$ cat config.mk
export PLATFORM = sky130hd
export DESIGN_NAME = divide_tokens_multi
export DESIGN_NICKNAME = d
export VERILOG_FILES = /design/src/rtl/divide_tokens_pkg.sv /design/src/rtl/divide_tokens_lane.sv /design/src/rtl/divide_tokens_multi.sv
export SDC_FILE = /design/constraint.sdc
export NUM_CORES = 1
export LEC_CHECK = 0
export BUFFER_PORTS_ARGS = -buffer_cell sky130_fd_sc_hd__buf_4
export CAP_MARGIN = 20
export CORE_UTILIZATION = 60
export DETAILED_ROUTE_END_ITERATION = 10
export PLACE_DENSITY_LB_ADDON = 0.12
export SYNTH_ARGS = -nofsm -noshare
export SYNTH_HDL_FRONTEND = slang
export SYNTH_HIERARCHICAL = 1
export SYNTH_SLANG_ARGS = --single-unit
$ cat constraint.sdc
create_clock -name clk -period 7.1 [get_ports clk]
set_input_delay 0.71 -clock clk [delete_from_list [all_inputs] [get_ports clk]]
set_output_delay 0.71 -clock clk [all_outputs]
set_load 0.02 [all_outputs]
$ cat src/rtl/divide_tokens_pkg.sv
// Shared types and defaults for the multi-lane token rate divider.
package divide_tokens_pkg;

    typedef enum logic {KEEP_FIRST = 1'b0, KEEP_LAST = 1'b1} keep_mode_t;

    localparam int unsigned DEF_DIV  = 2;
    localparam keep_mode_t  DEF_MODE = KEEP_LAST;

    function automatic int unsigned div_w(input int unsigned max_div);
        return $clog2(max_div + 1);
    endfunction

endpackage

$ cat src/rtl/divide_tokens_lane.sv
// One token lane: phase counter, pass decision, registered pulse and saturating pass counter.
module divide_tokens_lane
    import divide_tokens_pkg::*;
#(
    parameter int unsigned DIV_W = 5,
    parameter int unsigned CNT_W = 16
) (
    input  logic             clk,
    input  logic             rst,
    input  logic             en,
    input  logic             clr,
    input  logic [DIV_W-1:0] div,
    input  keep_mode_t       keep_mode,
    input  logic             a,
    output logic             b,
    output logic [CNT_W-1:0] pass_cnt,
    output logic             pass_sat
);

    localparam logic [CNT_W-1:0] CNT_MAX = '1;

    logic [DIV_W-1:0] phase;
    logic [DIV_W-1:0] phase_base_c;
    logic [DIV_W-1:0] phase_last_c;
    logic [DIV_W-1:0] phase_nxt_c;
    logic             pass_c;

    // A clear coincident with a token makes that token phase 0.
    always_comb begin
        phase_base_c = clr ? '0 : phase;
        phase_last_c = div - DIV_W'(1);
        phase_nxt_c  = phase_base_c;
        pass_c       = 1'b0;
        if (en && a) begin
            pass_c      = (keep_mode == KEEP_LAST) ? (phase_base_c == phase_last_c)
                                                   : (phase_base_c == '0);
            phase_nxt_c = (phase_base_c == phase_last_c) ? '0 : phase_base_c + DIV_W'(1);
        end
    end

    always_ff @(posedge clk) begin
        if (rst) begin
            phase    <= '0;
            b        <= 1'b0;
            pass_cnt <= '0;
            pass_sat <= 1'b0;
        end else begin
            phase <= phase_nxt_c;
            b     <= pass_c;
            if (pass_c && pass_cnt != CNT_MAX) begin
                pass_cnt <= pass_cnt + CNT_W'(1);
            end
            if (pass_c && pass_cnt == CNT_MAX - CNT_W'(1)) begin
                pass_sat <= 1'b1;
            end
        end
    end

endmodule

$ cat src/rtl/divide_tokens_multi.sv
// Multi-channel token rate divider: shared divisor/mode latch feeding CHANNELS independent lanes.
module divide_tokens_multi
    import divide_tokens_pkg::*;
#(
    parameter int unsigned CHANNELS = 4,
    parameter int unsigned MAX_DIV  = 16,
    parameter int unsigned CNT_W    = 16
) (
    input  logic                         clk,
    input  logic                         rst,
    input  logic                         en,
    input  logic                         cfg_load,
    input  logic [$clog2(MAX_DIV+1)-1:0] div_in,
    input  logic                         keep_last_in,
    input  logic [CHANNELS-1:0]          clr,
    input  logic [CHANNELS-1:0]          a,
    output logic [CHANNELS-1:0]          b,
    output logic [CHANNELS*CNT_W-1:0]    pass_cnt,
    output logic [CHANNELS-1:0]          pass_sat
);

    localparam int unsigned DIV_W = div_w(MAX_DIV);

    logic [DIV_W-1:0] div_active;
    logic [DIV_W-1:0] div_clamp_c;
    logic [DIV_W-1:0] div_eff_c;
    keep_mode_t       keep_active;
    keep_mode_t       keep_in_c;
    keep_mode_t       keep_eff_c;

    // A loading cycle already runs under the new configuration.
    always_comb begin
        div_clamp_c = div_in;
        if (div_in <= DIV_W'(1)) begin
            div_clamp_c = DIV_W'(1);
        end else if (div_in > DIV_W'(MAX_DIV)) begin
            div_clamp_c = DIV_W'(MAX_DIV);
        end
        keep_in_c  = keep_last_in ? KEEP_LAST : KEEP_FIRST;
        div_eff_c  = cfg_load ? div_clamp_c : div_active;
        keep_eff_c = cfg_load ? keep_in_c : keep_active;
    end

    always_ff @(posedge clk) begin
        if (rst) begin
            div_active  <= DIV_W'(DEF_DIV);
            keep_active <= DEF_MODE;
        end else if (cfg_load) begin
            div_active  <= div_clamp_c;
            keep_active <= keep_in_c;
        end
    end

    for (genvar i = 0; i < CHANNELS; i++) begin : g_lane
        divide_tokens_lane #(
            .DIV_W(DIV_W),
            .CNT_W(CNT_W)
        ) u_lane (
            .clk      (clk),
            .rst      (rst),
            .en       (en),
            .clr      (cfg_load | clr[i]),
            .div      (div_eff_c),
            .keep_mode(keep_eff_c),
            .a        (a[i]),
            .b        (b[i]),
            .pass_cnt (pass_cnt[i*CNT_W +: CNT_W]),
            .pass_sat (pass_sat[i])
        );
    end

endmodule

Word level (Yosys, flattened, before mapping)
Cells that the tools add are included.

cells by class
  $add $sub $neg = 9
  $lt $le $gt $ge = 2
  eq/ne operators = 12
  muxes and demuxes = 25
  bitwise logic cells = 4
  reduce and logical (&&, ||, !) cells = 16

operator list
  cell                                                                   count
  5-bit two-way mux                                                      15
  16-bit by 1-bit adder with 16-bit output, second input constant        4
  16-bit equality test, second input constant                            4
  16-bit inequality test, second input constant                          4
  5-bit by 1-bit adder with 5-bit output, second input constant          4
  5-bit equality test                                                    4
  5-bit zero test                                                        4
  1-bit logical AND                                                      12
  1-bit two-way mux                                                      10
  5-bit > comparator, second input constant                              1
  5-bit by 1-bit <= comparator with 1-bit output, second input constant  1
  5-bit by 1-bit subtractor with 5-bit output, second input constant     1
  1-bit bitwise OR                                                       4

word-level totals
  flip-flop bits (word level) = 98
  bits of input ports = 18
  output and inout port bits = 72
  word-level logic and storage cells = 86

Depth between registers and ports, before layout
Gate-level depths: netlist of the first run.

  word-level depth = 9
  mapped depth = 13

Cells and area by module
The synthesis of the first run kept the hierarchy.

by module, submodules not included
  module                                     instances  cells an instance  area each (um^2)  sequential area each (um^2)
  divide_tokens_lane (g_lane[0].u_lane ...)  3          165                1,371.3           460.4
  divide_tokens_lane (g_lane[2].u_lane)      1          168                1,418.9           460.4
  divide_tokens_multi                        1          34                 320.3             120.1

Least setup slack after synthesis of the first run
No wires, ideal clock.

  path type = input to register
  start = in div_in[2]
  end = reg g_lane[0].u_lane.pass_cnt[0]
  setup time = 0.121 ns
  arrival = 4.627 ns
  path slack = 2.352 ns
  stages = 12
  cells stage by stage = or3_4 -> a211oi_1 -> inv_1 -> ha_1 -> nor4b_2 -> a32o_2 -> a31oi_1 -> o41a_1 -> buf_6 -> buf_6 -> nor2_1 -> mux2_2

between the ends
  cells in the longest elaborated chain, start to end = 9
  elaborated cells between the ends (all ways) = 10

RTL lines
  element                                          RTL line                   text
  start, declared                                  divide_tokens_multi.sv:13  input logic [$clog2(MAX_DIV+1)-1:0] div_in,
  5-bit > comparator                               divide_tokens_multi.sv:36  end else if (div_in > DIV_W'(MAX_DIV)) begin
  5-bit two-way mux                                divide_tokens_multi.sv:36
  5-bit two-way mux (*)                            divide_tokens_multi.sv:34  if (div_in <= DIV_W'(1)) begin
  5-bit two-way mux (*)                            -
  net div_eff_c[0]                                 divide_tokens_multi.sv:26  logic [DIV_W-1:0] div_eff_c;
  5-bit by 1-bit subtractor with 5-bit output (*)  divide_tokens_lane.sv:31   phase_last_c = div - DIV_W'(1);
  5-bit equality test (*)                          divide_tokens_lane.sv:35   pass_c = (keep_mode == KEEP_LAST) ? (phase_base_c == phase_last_c)
  1-bit two-way mux (*)                            divide_tokens_lane.sv:35
  1-bit two-way mux (*)                            divide_tokens_lane.sv:34   if (en && a) begin
  1-bit logical AND (*)                            divide_tokens_lane.sv:50   if (pass_c && pass_cnt != CNT_MAX) begin
  end signal, assigned                             divide_tokens_lane.sv:51   pass_cnt <= pass_cnt + CNT_W'(1);
  end, declared                                    divide_tokens_lane.sv:16   output logic [CNT_W-1:0] pass_cnt,

Mark *: on every way through the listed nets, which the timed path passes. The rest lies on a longest branch.
A chain may end at the register's enable or synchronous reset.

Final worst setup path of the first run
  start = in div_in[2]
  end = reg g_lane[0].u_lane.pass_cnt[1]

Same word-level chain as after synthesis.

==> results of run 1 <==
metal layers:
| metal | GRT usage (%) | share of wire, % | up-vias |
|---|---|---|---|
| met5 | 0 | 0 | - |
| met3 | 4.79 | 4.2 | 16 |
| li1 | - | - | 2644 |
| met1 | 33.7 | 47 | 2475 |
| met4 | 7.36 | 1.1 | 0 |
| met2 | 42.7 | 48 | 127 |
worst min-delay path by stage:
stage	to	slack [ns]	cells after the start
global route	g_lane[2].u_lane/pass_sat$_SDFFE_PP0P_	0.49	2
detailed placement	g_lane[2].u_lane/pass_sat$_SDFFE_PP0P_	0.45	2
floorplan	div_active[2]$_SDFF_PP0_	0.45	2
finish	g_lane[2].u_lane/pass_sat$_SDFFE_PP0P_	0.47	2
CTS	g_lane[2].u_lane/pass_sat$_SDFFE_PP0P_	0.47	2
global placement	g_lane[2].u_lane/pass_sat$_SDFFE_PP0P_	0.45	2
layout by cell type (no fill, tap or decap), drive strengths merged, types with 12 or more instances in the layout:
cell type,count
nand2,57
buf,91
nor2b,24
nor2,56
mux2,23
o21ai,31
dfxtp,98
nand2b,15
inv,36
nor3,26
xnor2,14
nand3,26
and3,16
or3,33
a21oi,49
ha,20
xor2,12
nand4,26
power by group:
group	total, mW	internal, mW	switching, mW
combinational	0.137	0.0610	0.0763
clock	0.407	0.210	0.196
sequential	0.562	0.556	0.00653
worst max-delay path, delay by kind of cell:
family,cells,cell delay [ns]
simple gates,3,0.76
fa+ha+maj,1,0.32
buf+inv,3,0.49
compound gates,5,1.75
cell families (layout without fill, tap and decap cells):
| group | Yosys count | after routing | synth area share [%] |
|---|---|---|---|
| multiplexers | 23 | 23 | 4.62 |
| adder cells (fa/ha/maj) | 20 | 20 | 4.28 |
| XOR/XNOR | 33 | 33 | 6.71 |
| buffers and inverters | 65 | 141 | 5.56 |
| flip-flops | 98 | 98 | 33.5 |
| AO/OA/AOI/OAI | 126 | 126 | 14.0 |
| AND/OR/NAND/NOR | 332 | 332 | 31.3 |
cell type report:
| type | count | area [um^2] | share of cell area [%] |
|---|---|---|---|
| multi-input combinational | 534 | 3570 | 53.1 |
| sequential | 98 | 1960 | 29.2 |
| clock buffer | 11 | 141 | 2.10 |
| inverter | 34 | 128 | 1.90 |
| timing repair buffer | 91 | 683 | 10.2 |
| tap | 129 | 161 | 2.40 |
| clock inverter | 5 | 82.6 | 1.23 |
state kept, by name (all words and copies together) (netlist names):
register and cells:
g_lane.u_lane/pass_sat 4, div_active 5, keep_active 1, g_lane.u_lane/phase 20, g_lane.u_lane/b 4, g_lane.u_lane/pass_cnt 64
through the flow:
stage	cells	cell area (um^2)	utilization (%)	power, mW
floorplan	697	5850	-	0.681
global placement	886	6500	69.7	0.706
detailed placement	886	6500	69.7	0.711
CTS	902	6730	72.1	1.11
global route	902	6730	72.1	1.16
finish	902	6730	72.1	1.11
==> flow_metrics.py, run 1 <==
metrics = {
    "status": {
        "status": "completed",
    },
    "global_route": {
        "grt_first_pass_wirelength_um": 21100,
        "antenna_found_initial": 0,
        "gr-usage-all-layers_pct": 25.5,
        "grt_pass1_vias": 4677,
        "grt_max_degree": 66,
        "grt_overflow": 0,
    },
    "routing": {
        "first_pass_iters": 4,
        "wire_per_inst_um": 14.1,
        "via_per_inst": 5.83,
        "drt_iter0_drc": 232,
        "vias": 5262,
        "ant_nets": 0,
        "wirelength_um": 12700,
        "route.detailed.drc": 0,
    },
    "die": {
        "rows": 35,
        "io_pins": 90,
        "dieArea_mm2": 0.0102,
        "start_util_pct": 62.7,
        "coreArea_mm2": 0.00933,
        "chipWidth_um": 101,
        "die_height_um": 101,
    },
    "critical_path": {
        "r2r_end": "g_lane[0].u_lane/pass_cnt[12]$_SDFFE_PP0P_",
        "crit_type": "in2reg",
        "cp_max_fo": 28,
        "required_ns": 7.36,
        "cp-endpoint": "g_lane[0].u_lane/pass_cnt[1]$_SDFFE_PP0P_",
        "cpMostUsedCell": "buf_4",
        "crit_chain": "buf_4, or3_4, a211oi_2, buf_4, inv_1, ha_1, nor4b_2, a32o_2, a31oi_1, o41a_1, nor2_1, o221a_2",
        "timing.rr.start": "div_active[1]$_SDFF_PP1_",
        "startpoint": "div_in[2]",
        "critPathMaxStageDelay_ns": 0.81,
        "worstPathArrival_ns": 4.04,
        "rrSetupSlack_ns": 3.54,
        "slowest_stage": "o41a_1",
        "cp-start-kind": "primary input",
        "crit_path_end_kind": "register",
        "reg2reg_depth": 10,
    },
    "timing": {
        "max_slew_margin_pct": 36.3,
        "finalSetupViolCount": 0,
        "hold_viol_final": 0,
        "slew_violations": 0,
        "rsz0062_at_grt": "false",
        "hold_ws_ns": 0.469,
        "min_period_ns": 3.78,
        "worstMarginPinSlew_ns": 0.956,
        "max_freq_mhz": 265,
        "finClkSkew_ns": 0.0174,
        "setup_slack_ns": 3.32,
        "tns_ns": 0,
        "finalCritPeriodShare_pct": 53.2,
    },
    "pwr": {
        "power.density_mw_per_mm2": 164,
        "power_leakage_nw": 2.67,
        "vdd_drop_max_uv": 93.3,
    },
    "placed_design": {
        "dp_hpwl_um": 8990,
        "place_congestion": 0.845,
        "pre_cts_ws_ns": 2.99,
        "port_buffers": 89,
    },
    "run": {
        "max_cap_violations": 0,
    },
    "clocking": {
        "clockBufferDepth": 2,
        "cts_tree": "done",
        "cts-root-buf": "clkbuf_8",
        "numCtsBuffers": 9,
        "cts_num_sinks": 98,
        "clk_pin_slew_ns": 0.10,
        "cts_hold_buf": 0,
        "cts_resized": 0,
        "postCtsSetupBuffers": 0,
        "clk_latency_ns": 0.37,
        "cts-htree-levels": 3,
    },
    "cells_and_area": {
        "fin_nets": 806,
        "drive_above_1_share_pct": 19.7,
        "fill_cells": 748,
        "n_antenna_cell": 0,
        "syn2layout_area_growth_pct": 15.0,
    },
    "hold_path": {
        "worstHoldStart": "g_lane[2].u_lane/pass_sat$_SDFFE_PP0P_",
        "min_path_type": "reg2reg",
    },
    "synthesis": {
        "synth_area_leaders": "dfxtp_1, ha_1, a21oi_1, mux2_2, nand2_1",
        "ys_ff_latch": 98,
        "synth_cells": 697,
        "yosys-top-cells-count": "dfxtp_1, nand2_1, nor2_1",
        "yosysMostFrequentCell": "dfxtp_1",
        "ys.flop_type": "dfxtp_1",
        "syn_area_per_cell_um2": 8.40,
        "synth_top_area_cell": "dfxtp_1",
        "syn_nets": 735,
        "ys_seq_area_share_pct": 33.5,
        "synth-edff-count": 0,
        "synth_top_area_share_pct": 33.5,
        "yosys_warnings": 6,
        "syn_area_mm2": 0.00585,
        "ys_types": 57,
        "synthArstFlopShare_pct": 0,
    },
}
No activity file was read; power rests on OpenSTA's default activity.
==> inputs of run 2 (changes only) <==
--- a/config.mk
+++ b/config.mk
@@ -7,7 +7,7 @@
 export LEC_CHECK = 0
 export BUFFER_PORTS_ARGS = -buffer_cell sky130_fd_sc_hd__buf_4
 export CAP_MARGIN = 20
-export CORE_UTILIZATION = 60
+export CORE_UTILIZATION = 58
 export DETAILED_ROUTE_END_ITERATION = 10
 export PLACE_DENSITY_LB_ADDON = 0.12
 export SYNTH_ARGS = -nofsm -noshare
==> constraint.sdc (replaced) <==
create_clock -name clk -period 3.9 [get_ports clk]
set_input_delay 0.39 -clock clk [delete_from_list [all_inputs] [get_ports clk]]
set_output_delay 0.39 -clock clk [all_outputs]
set_load 0.02 [all_outputs]
==> run 2 against run 1 <==
Clock skew is 0.011 ns lower; setup slack worse by 2.7 ns; total power rose by 67%; clock-buffer cell count shrank 1; critical path depth decreased by 1; largest cell class unchanged.
==> flow_metrics.py, run 2 (synthesized netlist as in run 1, its figures left out) <==
metrics = {
    "clocking": {
        "cts-root-buf": "clkbuf_8",
        "clk_pin_slew_ns": 0.09,
        "clk_latency_ns": 0.36,
        "clockBufferDepth": 2,
        "numCtsBuffers": 9,
        "cts-htree-levels": 3,
        "cts_hold_buf": 0,
        "cts_num_sinks": 98,
        "cts_tree": "done",
        "postCtsSetupBuffers": 0,
        "cts_resized": 0,
    },
    "critical_path": {
        "r2r_end": "g_lane[2].u_lane/pass_cnt[0]$_SDFFE_PP0P_",
        "cp_max_fo": 23,
        "rrSetupSlack_ns": 0.60,
        "crit_type": "reg2reg",
        "startpoint": "div_active[1]$_SDFF_PP1_",
        "reg2reg_depth": 11,
        "crit_path_end_kind": "register",
        "worstPathArrival_ns": 3.55,
        "timing.rr.start": "div_active[1]$_SDFF_PP1_",
        "cp-endpoint": "g_lane[2].u_lane/pass_cnt[0]$_SDFFE_PP0P_",
        "required_ns": 4.15,
        "cp-start-kind": "register",
    },
    "timing": {
        "worstMarginPinSlew_ns": 0.824,
        "hold_viol_final": 0,
        "slew_violations": 0,
        "finalCritPeriodShare_pct": 84.6,
        "max_freq_mhz": 303,
        "finClkSkew_ns": 0.00598,
        "max_slew_margin_pct": 44.5,
        "min_period_ns": 3.30,
        "tns_ns": 0,
        "rsz0062_at_grt": "false",
        "finalSetupViolCount": 0,
    },
    "cells_and_area": {
        "syn2layout_area_growth_pct": 14.7,
        "largest-register": "g_lane.u_lane/pass_cnt",
        "fill_cells": 829,
        "final_util_pct": 68.7,
        "fin_nets": 811,
        "stdcell_count": 908,
        "reg_top3": "g_lane.u_lane/pass_cnt x64, g_lane.u_lane/phase x20, div_active x5",
        "final_cell_mix": "dfxtp_1, buf_4, nand2_1, nor2_1, a21oi_1",
        "final_common_cell": "dfxtp_1",
        "drive_above_1_share_pct": 20.0,
        "largest_reg_flops": 64,
        "n_antenna_cell": 0,
    },
    "status": {
        "status": "completed",
    },
    "pwr": {
        "power_frac_seq_pct": 55.2,
        "power_frac_clock_pct": 30.9,
        "power.net_switching_mw": 0.485,
        "combPwrFrac_pct": 13.9,
        "vdd_drop_max_uv": 167,
        "finalPower_mw": 1.85,
        "internal_power_mw": 1.37,
        "power.density_mw_per_mm2": 276,
        "power_leakage_nw": 2.67,
        "swShare_pct": 26.2,
    },
    "hold_path": {
        "min_path_cells": 4,
        "min_path_type": "in2reg",
    },
    "routing": {
        "vias": 5201,
        "drt_iter0_drc": 154,
        "first_pass_iters": 5,
        "ant_nets": 0,
        "wirelength_um": 12500,
        "wire_per_inst_um": 13.8,
        "route.detailed.drc": 0,
        "via_per_inst": 5.73,
    },
    "die": {
        "coreArea_mm2": 0.00977,
        "start_util_pct": 59.9,
        "dieArea_mm2": 0.0105,
        "io_pins": 90,
        "rows": 36,
        "chipWidth_um": 102,
        "die_height_um": 102,
    },
    "global_route": {
        "grt_max_degree": 84,
        "antenna_found_initial": 0,
        "grt_first_pass_wirelength_um": 20800,
        "grt_pass1_vias": 4718,
        "gr-usage-all-layers_pct": 24.7,
        "grt_overflow": 0,
    },
    "placed_design": {
        "place_congestion": 0.836,
        "port_buffers": 89,
        "placed_cells_incl_taps": 895,
        "dp_hpwl_um": 9070,
    },
    "run": {
        "max_cap_violations": 0,
    },
}
## run 2: changes by cell type in the layout (fill, tap and decap cells not counted)
cell       before  now
buf_4          91   95
clkinv_4        0    1
inv_6           2    0
buf_12          0    1
clkinv_2        1    2
clkbuf_1        1    0
bufinv_16       2    0
## run 2: layer usage
layer | wire length, um | up-vias | track usage [%]
li1 | - | 2648 | -
met1 | 5750 | 2435 | 30.0
met3 | 416 | 14 | 4.17
met5 | 0 | - | 0
met4 | 148 | 0 | 8.46
met2 | 6220 | 104 | 43.7
## run 2: worst min-delay path by stage
stage,start,to,slack (ns)
2_1_floorplan,div_active[2]$_SDFF_PP0_,div_active[2]$_SDFF_PP0_,0.45
3_3_place_gp,g_lane[2].u_lane/pass_sat$_SDFFE_PP0P_,g_lane[2].u_lane/pass_sat$_SDFFE_PP0P_,0.44
3_5_place_dp,g_lane[2].u_lane/pass_sat$_SDFFE_PP0P_,g_lane[2].u_lane/pass_sat$_SDFFE_PP0P_,0.44
4_1_cts,a[0],g_lane[0].u_lane/phase[1]$_SDFF_PP0_,0.31
5_1_grt,a[0],g_lane[0].u_lane/phase[1]$_SDFF_PP0_,0.32
6_report,a[0],g_lane[0].u_lane/phase[1]$_SDFF_PP0_,0.32
## run 2: area by class of cell
cell class / count / area, um^2 / area share [%]
multi-input combinational: 534 / 3570 / 53.2
sequential: 98 / 1960 / 29.2
timing repair buffer: 96 / 733 / 10.9
tap: 133 / 166 / 2.48
clock buffer: 10 / 138 / 2.05
inverter: 34 / 128 / 1.90
clock inverter: 3 / 18.8 / 0.279
## run 2: worst max-delay path, cell delays in order (launching register included)
cell,delay [ns]
dfxtp_1,0.32
inv_1,0.04
o21ai_0,0.64
inv_1,0.12
ha_1,0.24
nor3b_2,0.17
xnor3_1,0.35
and3_4,0.17
a41oi_4,0.53
buf_4,0.24
nor2_2,0.05
mux2_4,0.30
## run 2: per-stage QoR
| stage | setup WS [ns] | instance area (um^2) | hold slack [ns] |
|---|---|---|---|
| 2_1_floorplan | 0.135 | 5860 | 0.448 |
| 3_3_place_gp | 0.389 | 6560 | 0.437 |
| 3_5_place_dp | 0.308 | 6560 | 0.441 |
| 4_1_cts | 0.592 | 6720 | 0.308 |
| 5_1_grt | 0.270 | 6720 | 0.319 |
| 6_report | 0.600 | 6720 | 0.316 |
## run 2: power by group through the flow
stage,sequential (mW),combinational (mW),clock (mW)
2_1_floorplan,1.05,0.190,0
3_3_place_gp,1.05,0.247,0
3_5_place_dp,1.05,0.255,0
4_1_cts,1.02,0.257,0.592
5_1_grt,1.02,0.282,0.635
6_report,1.02,0.257,0.571
